--- src/rtl/seg7_pkg.sv ---
// seg7_pkg: shared types, constants and elaboration-time helpers for the
// 7-segment scan controller.
package seg7_pkg;

  localparam logic [6:0] SEG_BLANK = 7'b0000000;

  typedef enum logic {
    BLANK = 1'b0,
    SHOW  = 1'b1
  } state_t;

  // Ceiling log2, used only on parameters at elaboration time.
  function automatic int clog2(input int value);
    int r;
    r = 0;
    for (int i = 0; i < 31; i++) begin
      if ((1 << i) < value) r = i + 1;
    end
    return r;
  endfunction

  function automatic int max2(input int a, input int b);
    return (a > b) ? a : b;
  endfunction

endpackage

--- src/rtl/b27s.sv ---
// b27s: hex nibble to active-high 7-segment pattern, bit0=a .. bit6=g.
module b27s (
  input  logic [3:0] sw,
  output logic [6:0] led
);

  always_comb begin
    led = 7'b0000000;
    case (sw)
      4'h0: led = 7'b0111111;
      4'h1: led = 7'b0000110;
      4'h2: led = 7'b1011011;
      4'h3: led = 7'b1001111;
      4'h4: led = 7'b1100110;
      4'h5: led = 7'b1101101;
      4'h6: led = 7'b1111101;
      4'h7: led = 7'b0000111;
      4'h8: led = 7'b1111111;
      4'h9: led = 7'b1101111;
      4'hA: led = 7'b1110111;
      4'hB: led = 7'b1111100;
      4'hC: led = 7'b0111001;
      4'hD: led = 7'b1011110;
      4'hE: led = 7'b1111011;
      4'hF: led = 7'b1110001;
      default: led = 7'b0000000;
    endcase
  end

endmodule

--- src/rtl/seg7_scan.sv ---
// seg7_scan: time-multiplexed common-anode display driver with a shared
// decoder, frame-synchronous double buffering and dead time between digits.
module seg7_scan
  import seg7_pkg::*;
#(
  parameter int DIGITS = 4,
  parameter int DWELL  = 50000,
  parameter int DEAD   = 4
) (
  input  logic                  clk,
  input  logic                  rst_n,
  input  logic                  en,
  input  logic                  load,
  input  logic [4*DIGITS-1:0]   data_in,
  input  logic [DIGITS-1:0]     blank_in,
  output logic [6:0]            led,
  output logic [DIGITS-1:0]     an_n,
  output logic                  frame_start,
  output logic                  upd_pending
);

  localparam int CNT_RAW = clog2(max2(DWELL, DEAD));
  localparam int CNT_W   = (CNT_RAW < 1) ? 1 : CNT_RAW;
  localparam int IDX_RAW = clog2(DIGITS);
  localparam int IDX_W   = (IDX_RAW < 1) ? 1 : IDX_RAW;

  localparam logic [CNT_W-1:0] DWELL_LAST = CNT_W'(DWELL - 1);
  localparam logic [CNT_W-1:0] DEAD_LAST  = CNT_W'(DEAD - 1);
  localparam logic [IDX_W-1:0] IDX_LAST   = IDX_W'(DIGITS - 1);

  state_t             r_state, w_state_next;
  logic [IDX_W-1:0]   r_idx, w_idx_next;
  logic [CNT_W-1:0]   r_cnt, w_cnt_next;
  logic               r_run, w_run_next;
  logic               w_frame_edge;
  logic               w_sync;

  logic [4*DIGITS-1:0] r_act_data, w_act_data_next;
  logic [4*DIGITS-1:0] r_pend_data, w_pend_data_next;
  logic [DIGITS-1:0]   r_act_blank, w_act_blank_next;
  logic [DIGITS-1:0]   r_pend_blank, w_pend_blank_next;
  logic                r_pend, w_pend_next;

  logic [3:0]          w_nibble [DIGITS];
  logic [3:0]          w_sel;
  logic [6:0]          w_dec;
  logic [6:0]          w_led_next, r_led;
  logic [DIGITS-1:0]   w_an_n_next, r_an_n;
  logic                r_frame_start;

  // r_run distinguishes "idle" from "first BLANK cycle of d0" so that the
  // first enabled edge lands on cnt 0 with a frame_start pulse.
  always_ff @(posedge clk) begin
    if (!rst_n) begin
      r_state <= BLANK;
      r_idx   <= '0;
      r_cnt   <= '0;
      r_run   <= 1'b0;
    end else begin
      r_state <= w_state_next;
      r_idx   <= w_idx_next;
      r_cnt   <= w_cnt_next;
      r_run   <= w_run_next;
    end
  end

  always_comb begin
    w_state_next = r_state;
    w_idx_next   = r_idx;
    w_cnt_next   = r_cnt + 1'b1;
    w_run_next   = 1'b1;
    w_frame_edge = 1'b0;
    if (!en) begin
      w_state_next = BLANK;
      w_idx_next   = '0;
      w_cnt_next   = '0;
      w_run_next   = 1'b0;
    end else if (!r_run) begin
      w_state_next = BLANK;
      w_idx_next   = '0;
      w_cnt_next   = '0;
      w_frame_edge = 1'b1;
    end else if (r_state == BLANK) begin
      if (r_cnt == DEAD_LAST) begin
        w_state_next = SHOW;
        w_cnt_next   = '0;
      end
    end else if (r_cnt == DWELL_LAST) begin
      w_state_next = BLANK;
      w_cnt_next   = '0;
      if (r_idx == IDX_LAST) begin
        w_idx_next   = '0;
        w_frame_edge = 1'b1;
      end else begin
        w_idx_next = r_idx + 1'b1;
      end
    end
  end

  // Buffer swap: a load on a sync edge bypasses pend and wins over it.
  assign w_sync = !en || w_frame_edge;

  always_comb begin
    w_act_data_next   = r_act_data;
    w_act_blank_next  = r_act_blank;
    w_pend_data_next  = r_pend_data;
    w_pend_blank_next = r_pend_blank;
    w_pend_next       = r_pend;
    if (w_sync) begin
      if (load) begin
        w_act_data_next  = data_in;
        w_act_blank_next = blank_in;
      end else if (r_pend) begin
        w_act_data_next  = r_pend_data;
        w_act_blank_next = r_pend_blank;
      end
      w_pend_next = 1'b0;
    end else if (load) begin
      w_pend_data_next  = data_in;
      w_pend_blank_next = blank_in;
      w_pend_next       = 1'b1;
    end
  end

  for (genvar gi = 0; gi < DIGITS; gi++) begin : g_nibble
    assign w_nibble[gi] = w_act_data_next[4*gi +: 4];
  end

  assign w_sel = w_nibble[w_idx_next];

  b27s u_dec (
    .sw  (w_sel),
    .led (w_dec)
  );

  // Outputs are computed from the next state so the registered pins line
  // up with the state they describe, without an extra cycle of lag.
  always_comb begin
    w_led_next  = SEG_BLANK;
    w_an_n_next = '1;
    if (w_state_next == SHOW && !w_act_blank_next[w_idx_next]) begin
      w_led_next              = w_dec;
      w_an_n_next[w_idx_next] = 1'b0;
    end
  end

  always_ff @(posedge clk) begin
    if (!rst_n) begin
      r_act_data    <= '0;
      r_act_blank   <= '1;
      r_pend_data   <= '0;
      r_pend_blank  <= '0;
      r_pend        <= 1'b0;
      r_led         <= SEG_BLANK;
      r_an_n        <= '1;
      r_frame_start <= 1'b0;
    end else begin
      r_act_data    <= w_act_data_next;
      r_act_blank   <= w_act_blank_next;
      r_pend_data   <= w_pend_data_next;
      r_pend_blank  <= w_pend_blank_next;
      r_pend        <= w_pend_next;
      r_led         <= w_led_next;
      r_an_n        <= w_an_n_next;
      r_frame_start <= w_frame_edge;
    end
  end

  assign led         = r_led;
  assign an_n        = r_an_n;
  assign frame_start = r_frame_start;
  assign upd_pending = r_pend;

endmodule
--- config.mk ---
export PLATFORM = sky130hd
export DESIGN_NAME = seg7_scan
export DESIGN_NICKNAME = d
export VERILOG_FILES = /design/src/rtl/seg7_pkg.sv /design/src/rtl/b27s.sv /design/src/rtl/seg7_scan.sv
export SDC_FILE = /design/constraint.sdc
export NUM_CORES = 1
export LEC_CHECK = 0
export ABC_AREA = 1
export BUFFER_PORTS_ARGS = -buffer_cell sky130_fd_sc_hd__buf_2
export CORE_MARGIN = 2
export CORE_UTILIZATION = 50
export DETAILED_ROUTE_END_ITERATION = 8
export PLACE_DENSITY = 0.77
export SLEW_MARGIN = 0
export SYNTH_ARGS = -nofsm -noshare
export SYNTH_HDL_FRONTEND = slang
export SYNTH_SLANG_ARGS = --single-unit
--- constraint.sdc ---
create_clock -name clk -period 5.35 [get_ports clk]
set_input_delay 0.535 -clock clk [delete_from_list [all_inputs] [get_ports clk]]
set_output_delay 0.535 -clock clk [all_outputs]
set_load 0.01 [all_outputs]
# Yosys cells after proc, flatten, opt, wreduce, memory -nomap -nowiden
# Memory sizes are Yosys's and may differ from the RTL's. A register that Yosys moved wholly into a read port is not among the register bits.
# Index checks and enable logic that the tools add are counted.
[word_totals]
register_bits = 66
rom_bits = 112
output_inout_bits = 13
wordCells = 66
memories = 1
[op_classes]
n_addsub = 2
magnitude_cmp = 3
n_eq_ne = 3
mux = 32
bitwise_logic = 4
n_reduce_logical = 10
[memory_table]
columns = ["memory", "depth", "word_bits", "rd", "rd_clocked_by_memory_dff", "write_ports", "line", "rtl"]
rows = [
  ["(no name shown)", 16, 7, 1, 1, 0, "b27s.sv:9", "case (sw)"],
]
[ops]
columns = ["operator", "n"]
rows = [
  ["16-bit two-way mux", 6],
  ["4-bit two-way mux", 5],
  ["16-bit by 1-bit adder with 16-bit output, second input constant", 1],
  ["16-bit equality test, second input constant", 1],
  ["16-bit by 2-bit equality test with 1-bit output, second input constant", 1],
  ["1-bit two-way mux", 13],
  ["2-bit two-way mux", 5],
  ["4-bit binary-select mux with 2-bit select", 1],
  ["4-bit NOT", 1],
  ["2-bit AND reduction", 2],
  ["3-bit greater-or-equal comparator, second input constant", 1],
  ["1-bit logical NOT", 3],
  ["2-bit by 3-bit less-than comparator with 1-bit output, second input constant", 1],
  ["2-bit NOT with 3-bit output", 1],
  ["3-bit AND reduction", 1],
  ["2-bit by 1-bit adder with 2-bit output, second input constant", 1],
  ["1-bit binary-select mux with 2-bit select", 1],
  ["1-bit demux with 2-bit select", 1],
  ["2-bit equality test, second input constant", 1],
  ["2-bit by 1-bit greater-or-equal comparator with 1-bit output, second input constant", 1],
  ["1-bit logical AND", 2],
  ["1-bit NOT", 2],
  ["2-bit OR reduction", 1],
  ["1-bit logical OR", 1],
]

# Depth between registers and ports, before layout
[logic_depth]
depth_word = 14
depth_mapped = 20

# By module
# From an unflattened synthesis, not the netlist that was laid out.
[unflattened]
cells_unflattened = 599
hier_area_um2 = 3982.6
[modules_own_cells]
columns = ["mod", "instances", "cells_per_inst", "area_per_inst_um2", "seq_area_each_um2"]
rows = [
  ["seg7_scan", 1, 549, 3719.8, 1461.4],
  ["b27s", 1, 50, 262.8, 0.0],
]

# Least setup slack after synthesis
# OpenSTA, ideal clock, no wires.
[synth_timing]
path_kind = "input -> register"
start = "input load"
end = "register r_led[1] (netlist: led[1])"
setup_ps = 70
t_arrival_ps = 2448
required_ps = 5280
path_slack_ps = 2832
path_stages = 16
path_buffers = 2
cell_sequence = "buf_2 inv_1 nand2_1 clkbuf_1 o221ai_1 o21a_1 nand2_1 nand2_1 nor2_1 inv_1 ha_1 inv_1 nand3_1 nand2_1 nand2_1 a21oi_1"
[synth_via]
elab_chain_len = 8
[synth_rtl]
columns = ["element", "line", "rtl"]
rows = [
  ["start, declared", "seg7_scan.sv:13", "input logic load,"],
  ["4-bit two-way mux", "seg7_scan.sv:110", "if (load) begin"],
  ["4-bit two-way mux", "seg7_scan.sv:109", "if (w_sync) begin"],
  ["1-bit binary-select mux with 2-bit select", "seg7_scan.sv:141", "if (w_state_next == SHOW && !w_act_blank_next[w_idx_next]) begin"],
  ["1-bit two-way mux (implied by the code)", "seg7_scan.sv:141", ""],
  ["1-bit logical NOT", "seg7_scan.sv:141", ""],
  ["1-bit logical AND", "seg7_scan.sv:141", ""],
  ["2-bit AND reduction (no line)", "n/a", ""],
  ["1-bit logical NOT (no line)", "n/a", ""],
  ["end, declared", "seg7_scan.sv:47", "logic [6:0] w_led_next, r_led;"],
]
# Parallel ways exist; a longest one is shown, timed or not. The select of a mux whose other input is x is not followed.
# A chain may end at the register's enable or synchronous reset.

# Final worst setup path
[layout_timing]
start = "register r_cnt[0]"
end = "register r_led[1] (netlist: led[1])"
[layout_via]
elab_chain_len = 13
[layout_rtl]
columns = ["element", "line", "rtl"]
rows = [
  ["start, declared", "seg7_scan.sv:33", "logic [CNT_W-1:0] r_cnt, w_cnt_next;"],
  ["start signal, assigned", "seg7_scan.sv:62", "r_cnt <= w_cnt_next;"],
  ["16-bit equality test", "seg7_scan.sv:88", "end else if (r_cnt == DWELL_LAST) begin"],
  ["1-bit two-way mux", "seg7_scan.sv:88", ""],
  ["1-bit two-way mux", "seg7_scan.sv:83", "end else if (r_state == BLANK) begin"],
  ["1-bit two-way mux", "seg7_scan.sv:78", "end else if (!r_run) begin"],
  ["1-bit two-way mux", "seg7_scan.sv:73", "if (!en) begin"],
  ["1-bit logical OR", "seg7_scan.sv:101", "assign w_sync = !en || w_frame_edge;"],
  ["4-bit two-way mux", "seg7_scan.sv:109", ""],
  ["1-bit binary-select mux with 2-bit select", "seg7_scan.sv:141", ""],
  ["1-bit two-way mux (implied by the code)", "seg7_scan.sv:141", ""],
  ["1-bit logical NOT", "seg7_scan.sv:141", ""],
  ["1-bit logical AND", "seg7_scan.sv:141", ""],
  ["2-bit AND reduction (no line)", "n/a", ""],
  ["1-bit logical NOT (no line)", "n/a", ""],
]
# Parallel ways exist; a longest one is shown, timed or not. The select of a mux whose other input is x is not followed.

==> Implementation_results.wiki <==
{| class="wikitable"
! Metric !! Value
|-
| Worst hold path cell count || 3
|-
| Headroom to the max-slew limit || 0.358
|-
| Portion of the clock cycle consumed by the worst path in the final layout || 0.553
|-
| Sequential cell area fraction in the yosys report || 0.412
|-
| Stages on the worst setup path || 18
|-
| Number of max-cap violations || 0
|-
| Top cells by area, synth || dfxtp_1 (41%), nand2_1 (11%), nor2_1 (6.4%)
|-
| Mapped Area || 3550 µm²
|-
| Initial detailed-routing violation count || 180
|-
| Endpoint type of the worst setup path || register
|-
| Number of design rule violations left after detail routing || 0
|-
| Number of sinks handled by clock tree synthesis || 73
|-
| Ports || 37
|-
| Crit path DAT || 3.24 ns
|-
| Least-Margin Pin Slew || 0.961 ns
|-
| Largest clock skew in the final design || 0.00567 ns
|-
| Die area || 7790 µm²
|-
| Clock Tree Root || clkbuf_8
|-
| Number of hold buffers added after CTS || 0
|-
| CTS tree || built
|-
| Placed Area || 3750 µm²
|-
| Placed cells || 606
|-
| Count of input and output buffers || 36
|-
| Clock period minus worst slack || 2.96 ns
|-
| Worst setup SP type || register
|-
| Post-CTS setup buffer count || 0
|-
| Share of flip-flops with an asynchronous set or reset after synthesis || 0
|-
| WL/cell || 12.6 µm
|-
| Crit path buffers/inverters || 3
|-
| Routed met3 length || 436 µm
|-
| Hold Violations, Final || 0
|-
| Worst-path cell chain || ha_1 -> nand2_1 -> nor2_4 -> nand4_4 -> nand2_4 -> inv_2 -> nand2_4 -> nor2_2 -> nand2_1 -> nand2_1 -> nor2_1 -> inv_1 -> ha_1 -> inv_1 -> nand3_1 -> nand2_1 -> nand2_1 -> a21oi_1
|-
| Clock slew at the register clock pins of the worst setup and hold paths || 0.07 ns
|-
| Top-area cell type share of the netlist area || 0.412
|-
| Maximum vdd drop || 218 µV
|-
| Number of enable-type register cells in the synthesized netlist || 0
|-
| Number of cells produced by synthesis || 490
|-
| Largest net degree at the start of global routing || 36
|-
| Max FO, Critical Path || 30
|-
| Number of levels in the clock H-tree || 3
|-
| Cell repeated most along the worst path || nand2_1
|-
| Avg Inst Size Synth || 7.25 µm²
|-
| Final WL || 7810 µm
|-
| Number of antenna violations at the first check in global routing || 0
|-
| Highest clock frequency the design can meet || 338 MHz
|-
| Final antenna-violating net count || 0
|-
| Kind of critical path || reg2reg
|-
| HPWL Detailed || 5580 µm
|-
| Cell type group with the largest total delay on the critical path || simple AND/OR/NAND/NOR gates
|-
| Initial Utilization || 0.520
|-
| Netlist cell types || 37
|-
| Max Buffers Root-to-Sink || 2
|-
| Aggregate global routing overflow || 0
|-
| DR top layer || met4
|-
| Worst hold path type || in2reg
|-
| Final-report max-slew violation count || 0
|-
| Slowest-stage cell, CP || dfxtp_1
|-
| DRT met1 WL || 3370 µm
|-
| Post-CTS Resized || 0
|-
| Pre-CTS WS || 2.16 ns
|-
| Synth warnings || 0
|-
| RSZ-0062 raised after global routing || false
|-
| Post-synth top flop || dfxtp_1
|-
| Data required time at the worst endpoint || 5.64 ns
|-
| Status || complete, no violations
|-
| Cell Pwr Density || 295 nW/µm²
|-
| Via density per instance || 5.23
|-
| Post-synthesis net count || 522
|-
| Static leakage || 0.00173 µW
|-
| Total global-route track usage || 0.221
|-
| Share of layout cells above drive strength 1 || 0.156
|-
| R2R cell count || 18
|-
| Count of inserted antenna diode cells || 0
|-
| Most instantiated cells after synthesis || nand2_1 (108), dfxtp_1 (73), nor2_1 (61), inv_1 (60), a21oi_1 (30)
|-
| Most common cell in the netlist || nand2_1
|-
| Final weighted congestion in routability-driven placement || 0.895
|-
| Cell accounting for the most synthesized area || dfxtp_1
|-
| Layout Area Growth over Synthesis || 12.1%
|-
| Slack of the critical path || 2.39 ns
|-
| Vias in the first global route || 3,144
|-
| Final-report setup violation count || 0
|-
| Routed wire length on met2 || 3800 µm
|-
| Clock latency reported for the late side of the worst-skew pair || 0.35 ns
|-
| Highest cell delay on the worst timing path || 0.36 ns
|-
| Post-synthesis sequential element count || 73
|-
| Chip width || 88.3 µm
|-
| Final cell area excluding filler cells || 3980 µm²
|-
| Overall via count from detail_route || 3,254
|-
| Non-filler cells in the finished layout || 622
|-
| Die Height || 88.3 µm
|-
| Floorplan Core Area || 6830 µm²
|-
| Final sum of negative setup slack || 0 ns
|-
| Number of optimization iterations in the first detailed-route pass || 5
|-
| Cell row count || 30
|-
| First-pass GRT wire length || 13,500 µm
|-
| Layout net count || 553
|-
| TritonCTS buffer count || 9
|}
==> final timing paths <==
kind | startpoint | end | slack (ns)
max | r_cnt[0]$_SDFF_PN0_ | led[1]$_SDFF_PN0_ | 2.39
min | en | r_run$_SDFF_PN0_ | 0.41
max reg2reg | r_cnt[0]$_SDFF_PN0_ | led[1]$_SDFF_PN0_ | 2.39
min reg2reg | r_run$_SDFF_PN0_ | frame_start$_SDFF_PN0_ | 0.45
==> per-layer routing <==
metal / up-vias / global-route usage
li1: 1629 / -
met1: 1506 / 0.262
met2: 93 / 0.375
met3: 26 / 0.0690
met4: 0 / 0.0840
met5: - / 0
==> layout make-up <==
type,instances,area (µm²)
clock buffer,11,151
inverter,66,248
multi-input combinational,335,1740
clock inverter,5,77.6
tap,96,120
sequential,73,1460
timing repair buffer,36,180
fill,654,2850
==> report_power, final <==
group          internal [µW]  switching, µW
Sequential               559           6.76
Clock                    286            207
Combinational           41.4           74.4
==> state kept, by name, summed over array words and instances, names as in the netlist, 2 cells and up <==
name          count
r_pend_blank      4
r_idx             2
r_act_data       16
led               7
r_cnt            16
r_act_blank       4
r_pend_data      16
an_n              4
==> layout by cell type, fill, tap and decap left out, drive strengths merged, types with 4 or more instances in the layout <==
cell type,synthesis,final
or2,4,4
o22ai,5,5
a221oi,5,5
dfxtp,73,73
xor2,5,5
ha,8,8
buf,9,36
inv,65,65
a21oi,30,30
nor2,73,73
nand4,4,4
clkbuf,7,11
nor3,6,6
a22oi,7,7
o21a,4,4
o21ai,31,31
nand2,115,115
nand3,26,26
==> tightest hold or removal path: stages <==
cell     delay [ns]
buf_2          0.09
nand2_1        0.06
inv_1          0.05
==> per-stage QoR <==
step           utilization  power, µW  hold WS [ns]
2_1_floorplan            -        663         0.408
3_3_place_gp         0.549        688         0.421
3_5_place_dp         0.549        692         0.429
4_1_cts              0.583       1180         0.404
5_1_grt              0.583       1220         0.427
6_report             0.583       1170         0.408
==> logic make-up after synthesis <==
family,after synthesis,synth area share
simple gates,231,0.299
buf+inv,82,0.0980
flops,73,0.412
mux,2,0.00564
compound gates,89,0.146
xor+xnor,5,0.0123
fa+ha+maj,8,0.0282
(Power assumes the default switching activity.)
